**src/rtl/mips_pkg.sv**
```systemverilog
// Shared MIPS pipeline constants: PC width, instruction field positions, NOP word, fetch FSM states.
// No logic; pure declarations.
// Reused by the fetch, ID/EX and control blocks.
package mips_pkg;

  localparam int PC_W = 8;

  // Register-specifier field positions inside an instruction word
  localparam int RS_HI = 25;
  localparam int RS_LO = 21;
  localparam int RT_HI = 20;
  localparam int RT_LO = 16;

  localparam logic [31:0] NOP = 32'h0000_0000;

  typedef enum logic {
    RUN     = 1'b0,
    STALLED = 1'b1
  } fetch_state_t;

endpackage

```
**src/rtl/hazard_detect.sv**
```systemverilog
// Load-use hazard detector between the decode instruction and the load in ID/EX.
// Latency: purely combinational.
// Backpressure: none; the hazard output is what the fetch stage uses to hold itself.
module hazard_detect (
  input  logic       valid,
  input  logic       memread,
  input  logic [4:0] idex_rt,
  input  logic [4:0] inst_rs,
  input  logic [4:0] inst_rt,
  output logic       hazard
);

  // A load targeting $zero never creates a dependency, so rt==0 is excluded
  always_comb begin
    hazard = valid && memread && (idex_rt != 5'd0) &&
             ((idex_rt == inst_rs) || (idex_rt == inst_rt));
  end

endmodule

```
**src/rtl/if_id_stage.sv**
```systemverilog
// Fetch stage and IF/ID register: owns the PC, latches PC+4 and the fetched word for decode.
// Latency: 1 cycle fetch-to-decode; 1 cycle redirect-edge to first new instruction.
// Backpressure: a load-use hazard holds PC and IF/ID for exactly one cycle; redirect flushes and wins.
module if_id_stage
  import mips_pkg::*;
#(
  parameter int PC_W  = mips_pkg::PC_W,
  parameter int CNT_W = 16
) (
  input  logic             clk_if_id,
  input  logic             rst_if_id,
  output logic [PC_W-1:0]  imem_addr_IF,
  input  logic [31:0]      imem_data_IF,
  input  logic             redirect_IF,
  input  logic [PC_W-1:0]  redirect_pc_IF,
  input  logic             idex_memread_IF,
  input  logic [4:0]       idex_rt_IF,
  output logic [PC_W-1:0]  pc_IF,
  output logic [PC_W-1:0]  nextInst_IFID,
  output logic [31:0]      inst_IFID,
  output logic             valid_IFID,
  output logic             bubble_IFID,
  output logic [CNT_W-1:0] stall_cnt,
  output logic [CNT_W-1:0] flush_cnt
);

  fetch_state_t    state, state_nxt;
  logic            hazard;
  logic            stall;
  logic [PC_W-1:0] pc_plus4;
  logic [CNT_W-1:0] stall_cnt_q;
  logic [CNT_W-1:0] flush_cnt_q;
  // Redirect targets are word aligned; the low address bits are dropped on purpose
  logic            redirect_lsb_unused;

  assign redirect_lsb_unused = ^redirect_pc_IF[1:0];
  assign imem_addr_IF        = pc_IF;
  assign pc_plus4            = pc_IF + PC_W'(4);
  assign stall_cnt           = stall_cnt_q;
  assign flush_cnt           = flush_cnt_q;

  hazard_detect u_hazard_detect (
    .valid   (valid_IFID),
    .memread (idex_memread_IF),
    .idex_rt (idex_rt_IF),
    .inst_rs (inst_IFID[RS_HI:RS_LO]),
    .inst_rt (inst_IFID[RT_HI:RT_LO]),
    .hazard  (hazard)
  );

  // Stall decision, bubble request and next FSM state; a redirect always returns to RUN
  always_comb begin
    state_nxt   = RUN;
    stall       = hazard && (state == RUN) && !redirect_IF;
    bubble_IFID = !rst_if_id && (stall || redirect_IF);
    if (stall) begin
      state_nxt = STALLED;
    end
  end

  // FSM state register
  always_ff @(posedge clk_if_id or posedge rst_if_id) begin
    if (rst_if_id) begin
      state <= RUN;
    end else begin
      state <= state_nxt;
    end
  end

  // PC and IF/ID register: redirect flushes, stall holds, otherwise advance by one word
  always_ff @(posedge clk_if_id or posedge rst_if_id) begin
    if (rst_if_id) begin
      pc_IF         <= '0;
      nextInst_IFID <= '0;
      inst_IFID     <= NOP;
      valid_IFID    <= 1'b0;
    end else if (redirect_IF) begin
      pc_IF         <= {redirect_pc_IF[PC_W-1:2], 2'b00};
      nextInst_IFID <= '0;
      inst_IFID     <= NOP;
      valid_IFID    <= 1'b0;
    end else if (!stall) begin
      pc_IF         <= pc_plus4;
      nextInst_IFID <= pc_plus4;
      inst_IFID     <= imem_data_IF;
      valid_IFID    <= 1'b1;
    end
  end

  // Saturating event counters: stall cycles and redirect cycles, stick at all-ones
  always_ff @(posedge clk_if_id or posedge rst_if_id) begin
    if (rst_if_id) begin
      stall_cnt_q <= '0;
      flush_cnt_q <= '0;
    end else begin
      if (stall && !(&stall_cnt_q)) begin
        stall_cnt_q <= stall_cnt_q + CNT_W'(1);
      end
      if (redirect_IF && !(&flush_cnt_q)) begin
        flush_cnt_q <= flush_cnt_q + CNT_W'(1);
      end
    end
  end

endmodule

```
**config.mk**
```make
export PLATFORM = sky130hd
export DESIGN_NAME = if_id_stage
export DESIGN_NICKNAME = d
export VERILOG_FILES = /design/src/rtl/mips_pkg.sv /design/src/rtl/hazard_detect.sv /design/src/rtl/if_id_stage.sv
export SDC_FILE = /design/constraint.sdc
export NUM_CORES = 1
export LEC_CHECK = 0
export ABC_AREA = 1
export CAP_MARGIN = 10
export CORE_ASPECT_RATIO = 1.5
export CORE_UTILIZATION = 49
export CTS_BUF_LIST = sky130_fd_sc_hd__clkbuf_8 sky130_fd_sc_hd__clkbuf_16
export DETAILED_ROUTE_END_ITERATION = 7
export PLACE_DENSITY = 0.86
export REMOVE_ABC_BUFFERS = 1
export SYNTH_ARGS = -nofsm -noshare
export SYNTH_HDL_FRONTEND = slang
export SYNTH_SLANG_ARGS = --single-unit
```
**constraint.sdc**
```tcl
create_clock -name clk_if_id -period 3.4 [get_ports clk_if_id]
set_input_delay 0.34 -clock clk_if_id [delete_from_list [all_inputs] [get_ports clk_if_id]]
set_output_delay 0.34 -clock clk_if_id [all_outputs]
set_load 0.01 [all_outputs]
```
# [Yosys cells after proc, flatten, opt, wreduce, memory -nomap -nowiden]
# Index checks and enable logic that the tools add are counted.
[totals] latch_bits=0 output_inout_bits=90 regBits=82 in_bits=49 mem_count=0 romBits=0 ramBits=0 wordCells=39
[op_classes] n_eq_ne=3 magnitude_cmp=0 add_sub_neg=3 n_bitwise=1 multipliers=0 n_div=0 n_reduce_logical=17 mux=8 shifts=0
[ops] op="$mux 32" n=2
[ops] op="$add 16x1->16 const B" n=2
[ops] op="$reduce_and 16->1" n=2
[ops] op="$mux 8" n=3
[ops] op="$eq 5x5->1" n=2
[ops] op="$add 8x3->8 const B" n=1
[ops] op="$logic_and 1x1->1" n=8
[ops] op="$reduce_bool 5->1" n=1
[ops] op="$logic_not 1->1" n=4
[ops] op="$mux 1" n=3
[ops] op="$logic_or 1x1->1" n=2
[ops] op="$ne 2x2->1 const B" n=1
[ops] op="$not 1->1" n=1

# [Longest topological paths before layout]
# Gate-level depths: netlist of the first run.
[logic_depth] word_depth=7 mapped_depth=12 ltp_nobuf=10

# [Cells and area by module]
# Synthesis of the first run repeated with hierarchy kept, for this count alone.
[unflattened] hier_cells=488 area_unflattened_um2=4082.7
[by_module_without_submodules] mod="if_id_stage" n_inst=1 area_per_inst_um2=3880.0 seq_area_each_um2=1976.9 cells_each=443
[by_module_without_submodules] mod="hazard_detect" n_inst=1 area_per_inst_um2=202.7 seq_area_each_um2=0.0 cells_each=45

# [Least setup slack after synthesis of the first run]
# OpenSTA, ideal clock, no wires.
[synth_timing] path_kind="register to output" startpoint="register inst_IFID[20]" endpoint="output port bubble_IFID" path_slack_ns=1.638 path_stages_with_launch=11 path_buffers=2 arrival_time_ns=1.422 required_time_ns=3.060 cell_sequence="dfrtp_1 > inv_1 > nand2_1 > nand2_1 > nor2_1 > nand3_1 > nand2_2 > nand2_1 > buf_4 > buf_2 > a21oi_1"
[synth_between] elab_chain_cells=7
[synth_lines] item="from (decl)" line_no="if_id_stage.sv:20" source="output logic [31:0] inst_IFID,"
[synth_lines] item="from (signal assigned)" line_no="if_id_stage.sv:85" source="inst_IFID <= imem_data_IF;"
[synth_lines] item="$eq 5x5->1" line_no="hazard_detect.sv:16" source="((idex_rt == inst_rs) || (idex_rt == inst_rt));"
[synth_lines] item="$logic_or 1x1->1" line_no="hazard_detect.sv:16"
[synth_lines] item="$logic_and 1x1->1" line_no="hazard_detect.sv:15" source="hazard = valid && memread && (idex_rt != 5'd0) &&"
[synth_lines] item="$logic_and 1x1->1 (2 in a row)" line_no="if_id_stage.sv:54" source="stall = hazard && (state == RUN) && !redirect_IF;"
[synth_lines] item="$logic_or 1x1->1" line_no="if_id_stage.sv:55" source="bubble_IFID = !rst_if_id && (stall || redirect_IF);"
[synth_lines] item="$logic_and 1x1->1" line_no="if_id_stage.sv:55"
[synth_lines] item="to (decl)" line_no="if_id_stage.sv:22" source="output logic bubble_IFID,"
# Every way passes these cells.

# [Worst setup path after layout of the first run]
[layout_timing] startpoint="input port idex_rt_IF[4]" endpoint="output port bubble_IFID"
[layout_between] elab_chain_cells=7 word_cells_on_any_way=10 classes_between="2 x eq/ne; 8 x reduce/logical"
[layout_lines] item="from (decl)" line_no="if_id_stage.sv:17" source="input logic [4:0] idex_rt_IF,"
[layout_lines] item="$eq 5x5->1 / $reduce_bool 5->1 (equally long branches)" line_no="hazard_detect.sv:16, hazard_detect.sv:15"
[layout_lines] item="$logic_or 1x1->1 / $logic_and 1x1->1 (equally long branches)" line_no="hazard_detect.sv:16, hazard_detect.sv:15"
[layout_lines] item="$logic_and 1x1->1 *" line_no="hazard_detect.sv:15"
[layout_lines] item="$logic_and 1x1->1 * (2 in a row)" line_no="if_id_stage.sv:54"
[layout_lines] item="$logic_or 1x1->1 *" line_no="if_id_stage.sv:55"
[layout_lines] item="$logic_and 1x1->1 *" line_no="if_id_stage.sv:55"
# Every way passes the cells marked *; elsewhere a longest branch is shown, timed or not.

==> results of run 1 <==
-- sequential cells by signal, summed over array words and instances (netlist names) --
signal,cells
nextInst_IFID,7
valid_IFID,1
imem_addr_IF,6
flush_cnt,16
inst_IFID,32
state,1
stall_cnt,16
-- placed cells by master (no fill, tap or decap), types with 3 or more instances in the layout --
cell,count
ha_1,3
clkinv_2,4
nand4_1,6
inv_1,31
dfrtp_1,79
xnor2_1,13
inv_2,7
nor3_1,11
clkbuf_16,9
nor2_1,27
nand3_1,55
nand2_1,196
xor2_1,22
clkdlybuf4s50_1,132
o21ai_0,11
conb_1,4
buf_4,6
o21ai_1,5
-- per-layer routing --
metal,GRT usage (%),up-vias,share of wire (%)
li1,-,1816,-
met1,27.3,1745,39
met2,42.9,125,54
met3,7.18,17,5.0
met4,10.6,0,2.1
met5,0,-,0
-- worst paths after layout --
path | start | to | slack (ns)
max in group asynchronous | rst_if_id | inst_IFID[18] | 2.18
setup reg to reg | flush_cnt[0] | flush_cnt[3] | 1.16
min in group asynchronous | rst_if_id | nextInst_IFID[2] | 0.51
setup / recovery | idex_rt_IF[4] | bubble_IFID | 0.87
hold reg to reg | inst_IFID[1] | inst_IFID[1] | 0.47
hold / removal | inst_IFID[1] | inst_IFID[1] | 0.47
-- power by group through the flow --
stage / Sequential, W / Clock (W) / Combinational [W]
floorplan: 0.00117 / 0 / 0.000206
global placement: 0.00114 / 0 / 0.000552
detailed placement: 0.00114 / 0 / 0.000567
CTS: 0.00112 / 0.000980 / 0.000573
global route: 0.00114 / 0.00102 / 0.000618
finish: 0.00113 / 0.000950 / 0.000567
-- worst max-delay path, cell delays in order --
cell and delay, ns:
clkdlybuf4s50_1 0.55, inv_2 0.04, nand2_1 0.05, nand2_1 0.05, nor2_1 0.10, nand3_1 0.09, nand2_2 0.11, nand2_1 0.13
a21oi_1 0.15, clkdlybuf4s50_1 0.56
-- layout make-up --
| class | count | area [um2] | share of cell area (%) |
|---|---|---|---|
| clock buffers | 10 | 239 | 4.22 |
| well taps | 105 | 131 | 2.32 |
| repair buffers | 139 | 1390 | 24.5 |
| flip-flops and latches | 79 | 1980 | 34.9 |
| multi-input cells | 362 | 1720 | 30.4 |
| inverters | 39 | 148 | 2.61 |
| clock inverters | 6 | 60.1 | 1.06 |
-- metrics by stage --
| step | instance area, um2 | worst slack, ns | hold WS [ns] | power (W) | instances |
|---|---|---|---|---|---|
| finish | 5660 | 0.866 | 0.467 | 0.00264 | 740 |
| global route | 5660 | 0.708 | 0.482 | 0.00278 | 740 |
| CTS | 5660 | 0.827 | 0.472 | 0.00268 | 740 |
| detailed placement | 5360 | 0.807 | 0.458 | 0.00171 | 724 |
| global placement | 5360 | 0.888 | 0.452 | 0.00169 | 724 |
| floorplan | 3840 | 0.915 | 0.469 | 0.00138 | 480 |
-- cell families after synthesis --
kind of cell / count (synthesis)
AOI/OAI and AO/OA: 18
DFF: 79
buffers and inverters: 68
xor gates and xnor gates: 35
other: 1
and+or+nand+nor: 302
adders and majority gates: 3
==> impl_metrics.py, run 1 <==
metrics = {
    "clocking": {
        "cts_setup_buffers": 0,
        "root_buffer": "clkbuf_16",
        "clk_pin_slew_ns": 0.06,
        "ctsHoldBuffers": 0,
        "cts.sinks": 79,
        "post_cts_resized": 0,
        "cts.path.max_buffers": 2,
        "cts_tree": "yes",
        "cts_buffers": 9,
        "htree_levels": 3,
        "clkLatencyLatePin_ns": 0.33,
    },
    "layout": {
        "syn_to_final_growth_pct": 40.6,
        "fillers": 643,
        "insertedDiodeCount": 0,
        "drive_gt1_share_pct": 5.98,
        "nNetsFinal": 682,
        "final_util_pct": 70.7,
    },
    "status": {
        "status": "complete, no violations",
    },
    "power": {
        "p_int_w": 0.00192,
        "seq_power_share_pct": 42.6,
        "p_clk_share_pct": 35.9,
        "power_density_mw_per_mm2": 467,
        "pwr-share-comb_pct": 21.5,
        "irDropWorstVdd_uv": 432,
        "leakage_nw": 2.65,
        "netSwitchingFraction_pct": 27.5,
        "switching_power_w": 0.000726,
    },
    "setup_path": {
        "worstSetupPathType": "in2out",
        "critPathRequiredTime_ns": 3.06,
        "rr_worst_depth": 8,
        "cp.arrival_ns": 2.19,
        "worstPathMaxFanout": 4,
        "critPathLaunchType": "primary input",
        "cp-end-kind": "primary output",
    },
    "timing": {
        "period_minus_slack_ns": 2.53,
        "setup_violations": 0,
        "finalCritPeriodShare_pct": 74.5,
        "finalClockSkew_ns": 0.00460,
        "fmax_mhz": 395,
        "slew_headroom_pct": 46.8,
        "hold_viol": 0,
        "setup_tns_ns": 0,
        "drv_slew": 0,
        "worst_slew_pin_slew_ns": 0.797,
        "grt_setup_unrepaired": "false",
    },
    "synth": {
        "synthTopCellsByCount": "196 x nand2_1, 79 x dfrtp_1, 55 x nand3_1",
        "synth-adder-area-share_pct": 0.933,
        "syn_inst": 506,
        "synth.most_common_cell": "nand2_1",
        "synth_mux_area_share_pct": 0,
        "synthesis.area_mm2": 0.00403,
        "synth_top_family_by_area": "simple AND/OR/NAND/NOR gates",
        "synth_edf_count": 0,
        "synth.area.top_cells": "dfrtp_1 49%, nand2_1 18%, nand3_1 6.8%",
        "ys_warn_count": 0,
        "synth.largest_area_cell": "dfrtp_1",
        "syn_area_per_cell_um2": 7.95,
        "async_flop_share_pct": 100,
        "synth_compound_area_share_pct": 2.33,
        "synth_flop_cell": "dfrtp_1",
        "synth_cell_types": 27,
        "yosys.area_share.simple_pct": 31.4,
        "seq_area_frac_synth_pct": 49.1,
        "synth_xor_area_share_pct": 7.62,
        "ys_ff_latch": 79,
        "synth_top_cell_area_share_pct": 49.1,
    },
    "drt": {
        "final_antenna_net_count": 0,
        "drt_iter0_markers": 191,
        "num_vias": 3703,
        "routed_via_density": 5.00,
        "drt-pass1-iter-count": 5,
        "drt-wirelength-per-cell_um": 13.6,
        "wl_mm": 10.1,
        "post-route-drc-count": 0,
    },
    "global_route": {
        "grt_first_pass_wirelength_mm": 16.4,
        "grt-ovfl-total": 0,
        "grt_pass1_vias": 3518,
        "grtUsageTotal_pct": 24.4,
        "grt_max_degree": 47,
        "antenna_found_initial": 0,
    },
    "placed_design": {
        "dp_hpwl_mm": 7.30,
        "place_congestion": 0.902,
        "io_buffer_count": 132,
    },
    "die": {
        "core_mm2": 0.00801,
        "row_count": 40,
        "fp.dieW_um": 76,
        "die-area_mm2": 0.00859,
        "die_h_um": 113,
        "io_pins": 139,
        "start_util_pct": 50.3,
    },
    "hold_path": {
        "min-delay-path-class": "reg2reg",
        "worstHoldPathCells": 2,
    },
    "job": {
        "maxCapViolCount": 0,
    },
}
(Power assumes the default switching activity.)
==> run 2, diff against run 1 <==
CORE_UTILIZATION = 41   (was 49)
PLACE_DENSITY = 0.76   (was 0.86)
clock period = 2.1 ns   (was 3.4 ns; I/O delays follow)
==> run 2 against run 1 <==
Register-to-register slack worse by 0.89 ns. Combinational power is 65% higher. Clock skew is 0.0026 ns higher. First-iteration DRC count is 1.6% lower. Design area is 1.3% higher. Sequential power is 61% higher. Power is 62% higher. Flip-flop and latch count stayed put. Largest power group unchanged. Global-route usage is 3.8 points lower. Critical endpoint unchanged. Critical path depth stayed put.
==> impl_metrics.py, run 2 (synthesis gave the netlist of run 1 again) <==
metrics = {
    "drt": {
        "wl_mm": 10.1,
        "drt-pass1-iter-count": 4,
        "num_vias": 3709,
        "drt_iter0_markers": 188,
        "drt-wirelength-per-cell_um": 13.4,
        "routed_via_density": 4.91,
        "post-route-drc-count": 0,
        "final_antenna_net_count": 0,
    },
    "die": {
        "die_h_um": 123,
        "io_pins": 139,
        "start_util_pct": 42.8,
        "die-area_mm2": 0.0102,
        "fp.dieW_um": 82.9,
        "row_count": 43,
        "core_mm2": 0.00942,
    },
    "global_route": {
        "grt_first_pass_wirelength_mm": 17.0,
        "grtUsageTotal_pct": 20.5,
        "grt_max_degree": 38,
        "grt_pass1_vias": 3681,
        "grt-ovfl-total": 0,
        "antenna_found_initial": 0,
    },
    "timing": {
        "timing.hold.ws_ns": 0.255,
        "finalClockSkew_ns": 0.00719,
        "finalCritPeriodShare_pct": 89.1,
        "setup_violations": 0,
        "period_minus_slack_ns": 1.87,
        "slew_headroom_pct": 66.1,
        "hold_viol": 0,
        "fmax_mhz": 535,
        "worst_slew_pin_slew_ns": 0.508,
        "grt_setup_unrepaired": "false",
        "drv_slew": 0,
    },
    "setup_path": {
        "worstSetupPathType": "in2out",
        "worstPathMaxFanout": 3,
        "critPathCapture": "bubble_IFID",
        "critPathLaunch": "idex_rt_IF[3]",
        "r2r-start": "flush_cnt[0]",
        "critPathRequiredTime_ns": 1.89,
        "reg2reg_slack_ns": 0.27,
        "cp-end-kind": "primary output",
        "r2r_end": "flush_cnt[3]",
        "critPathLaunchType": "primary input",
        "cp.arrival_ns": 1.66,
        "rr_worst_depth": 8,
    },
    "placed_design": {
        "place_congestion": 0.895,
        "io_buffer_count": 132,
        "dp_hpwl_mm": 7.42,
        "placed_area_mm2": 0.00544,
    },
    "clocking": {
        "root_buffer": "clkbuf_16",
        "cts.path.max_buffers": 2,
        "cts.sinks": 79,
        "cts_buffers": 9,
        "cts_tree": "yes",
        "ctsHoldBuffers": 0,
        "clkLatencyLatePin_ns": 0.33,
        "clk_pin_slew_ns": 0.06,
        "htree_levels": 3,
    },
    "power": {
        "irDropWorstVdd_uv": 604,
        "leakage_nw": 2.71,
        "power_density_mw_per_mm2": 746,
    },
    "layout": {
        "final_util_pct": 60.9,
        "final_common_cell": "nand2_1",
        "syn_to_final_growth_pct": 42.4,
        "design_area_mm2": 0.00573,
        "layout_common_cells": "196 x nand2_1, 131 x clkdlybuf4s50_1, 79 x dfrtp_1",
        "largest_reg_flops": 32,
        "insertedDiodeCount": 0,
        "nNetsFinal": 691,
        "drive_gt1_share_pct": 6.99,
        "largest-register": "inst_IFID",
    },
    "job": {
        "maxCapViolCount": 0,
    },
    "status": {
        "status": "complete, no violations",
    },
    "hold_path": {
        "min-delay-path-class": "in2async",
    },
}
==> run 2: area by class of cell <==
| class | instances | area [um2] |
|---|---|---|
| Fill cell | 801 | 3680 |
| Sequential cell | 79 | 1980 |
| Multi-Input combinational cell | 362 | 1730 |
| Timing Repair Buffer | 148 | 1450 |
| Clock buffer | 10 | 239 |
| Inverter | 39 | 148 |
| Tap cell | 112 | 140 |
| Clock inverter | 6 | 53.8 |
==> run 2: critical path, stage by stage <==
cell and delay, ns:
clkdlybuf4s50_1 0.53, inv_2 0.06, nand2_1 0.06, nand2_1 0.05, nor2_1 0.13, nand3_1 0.10, nand2_2 0.08, nand2_1 0.08
a21oi_1 0.19, clkbuf_2 0.17
==> run 2: routing by layer <==
metal | GRT usage [%] | routed length [um] | part of all wire (%) | vias to the layer above
met4 | 8.30 | 130 | 1.3 | 0
met1 | 24.1 | 4190 | 41 | 1740
met2 | 37.2 | 5260 | 52 | 117
met5 | 0 | 0 | 0 | -
li1 | - | - | - | 1840
met3 | 3.54 | 521 | 5.2 | 12
==> run 2: timing repair <==
item	in CTS	in global routing
buffers inserted	0	0
pin swaps	0	0
hold endpoints to repair	0	0
gates resized for setup	1	3
setup endpoints to repair	1	6
==> run 2: worst min path at each step <==
stage,from,endpoint,slack [ns],cells after the start
global placement,inst_IFID[28],inst_IFID[28],0.45,2
floorplan,redirect_IF,imem_addr_IF[7],0.34,2
CTS,rst_if_id,imem_addr_IF[7],0.26,2
finish,rst_if_id,inst_IFID[11],0.25,2
global route,rst_if_id,inst_IFID[11],0.29,2
detailed placement,inst_IFID[10],inst_IFID[10],0.46,2
==> run 2: power by group <==
group / internal [W] / leakage [nW] / switching [W]
Combinational: 0.000505 / 1.52 / 0.000433
Clock: 0.000937 / 0.152 / 0.000582
Sequential: 0.00167 / 1.04 / 0.000153
Total: 0.00311 / 2.71 / 0.00117
==> run 2: metrics by stage <==
| step | cells | total power [W] | setup TNS (ns) | worst slack (ns) |
|---|---|---|---|---|
| 2_1_floorplan | 480 | 0.00223 | -24.65 | -0.385 |
| 6_report | 756 | 0.00428 | 0 | 0.230 |
| 4_1_cts | 756 | 0.00432 | 0 | 0.101 |
| 5_1_grt | 756 | 0.00448 | 0 | 0.0471 |
| 3_3_place_gp | 740 | 0.00276 | -0.156 | -0.132 |
| 3_5_place_dp | 740 | 0.00278 | -0.995 | -0.171 |
==> run 3, diff against run 2 <==
CAP_MARGIN = 20   (was 10)
TNS_END_PERCENT = 1   (was not set)
==> results of run 3 <==
Final layout, timing and power as in run 2 (identical DEF).
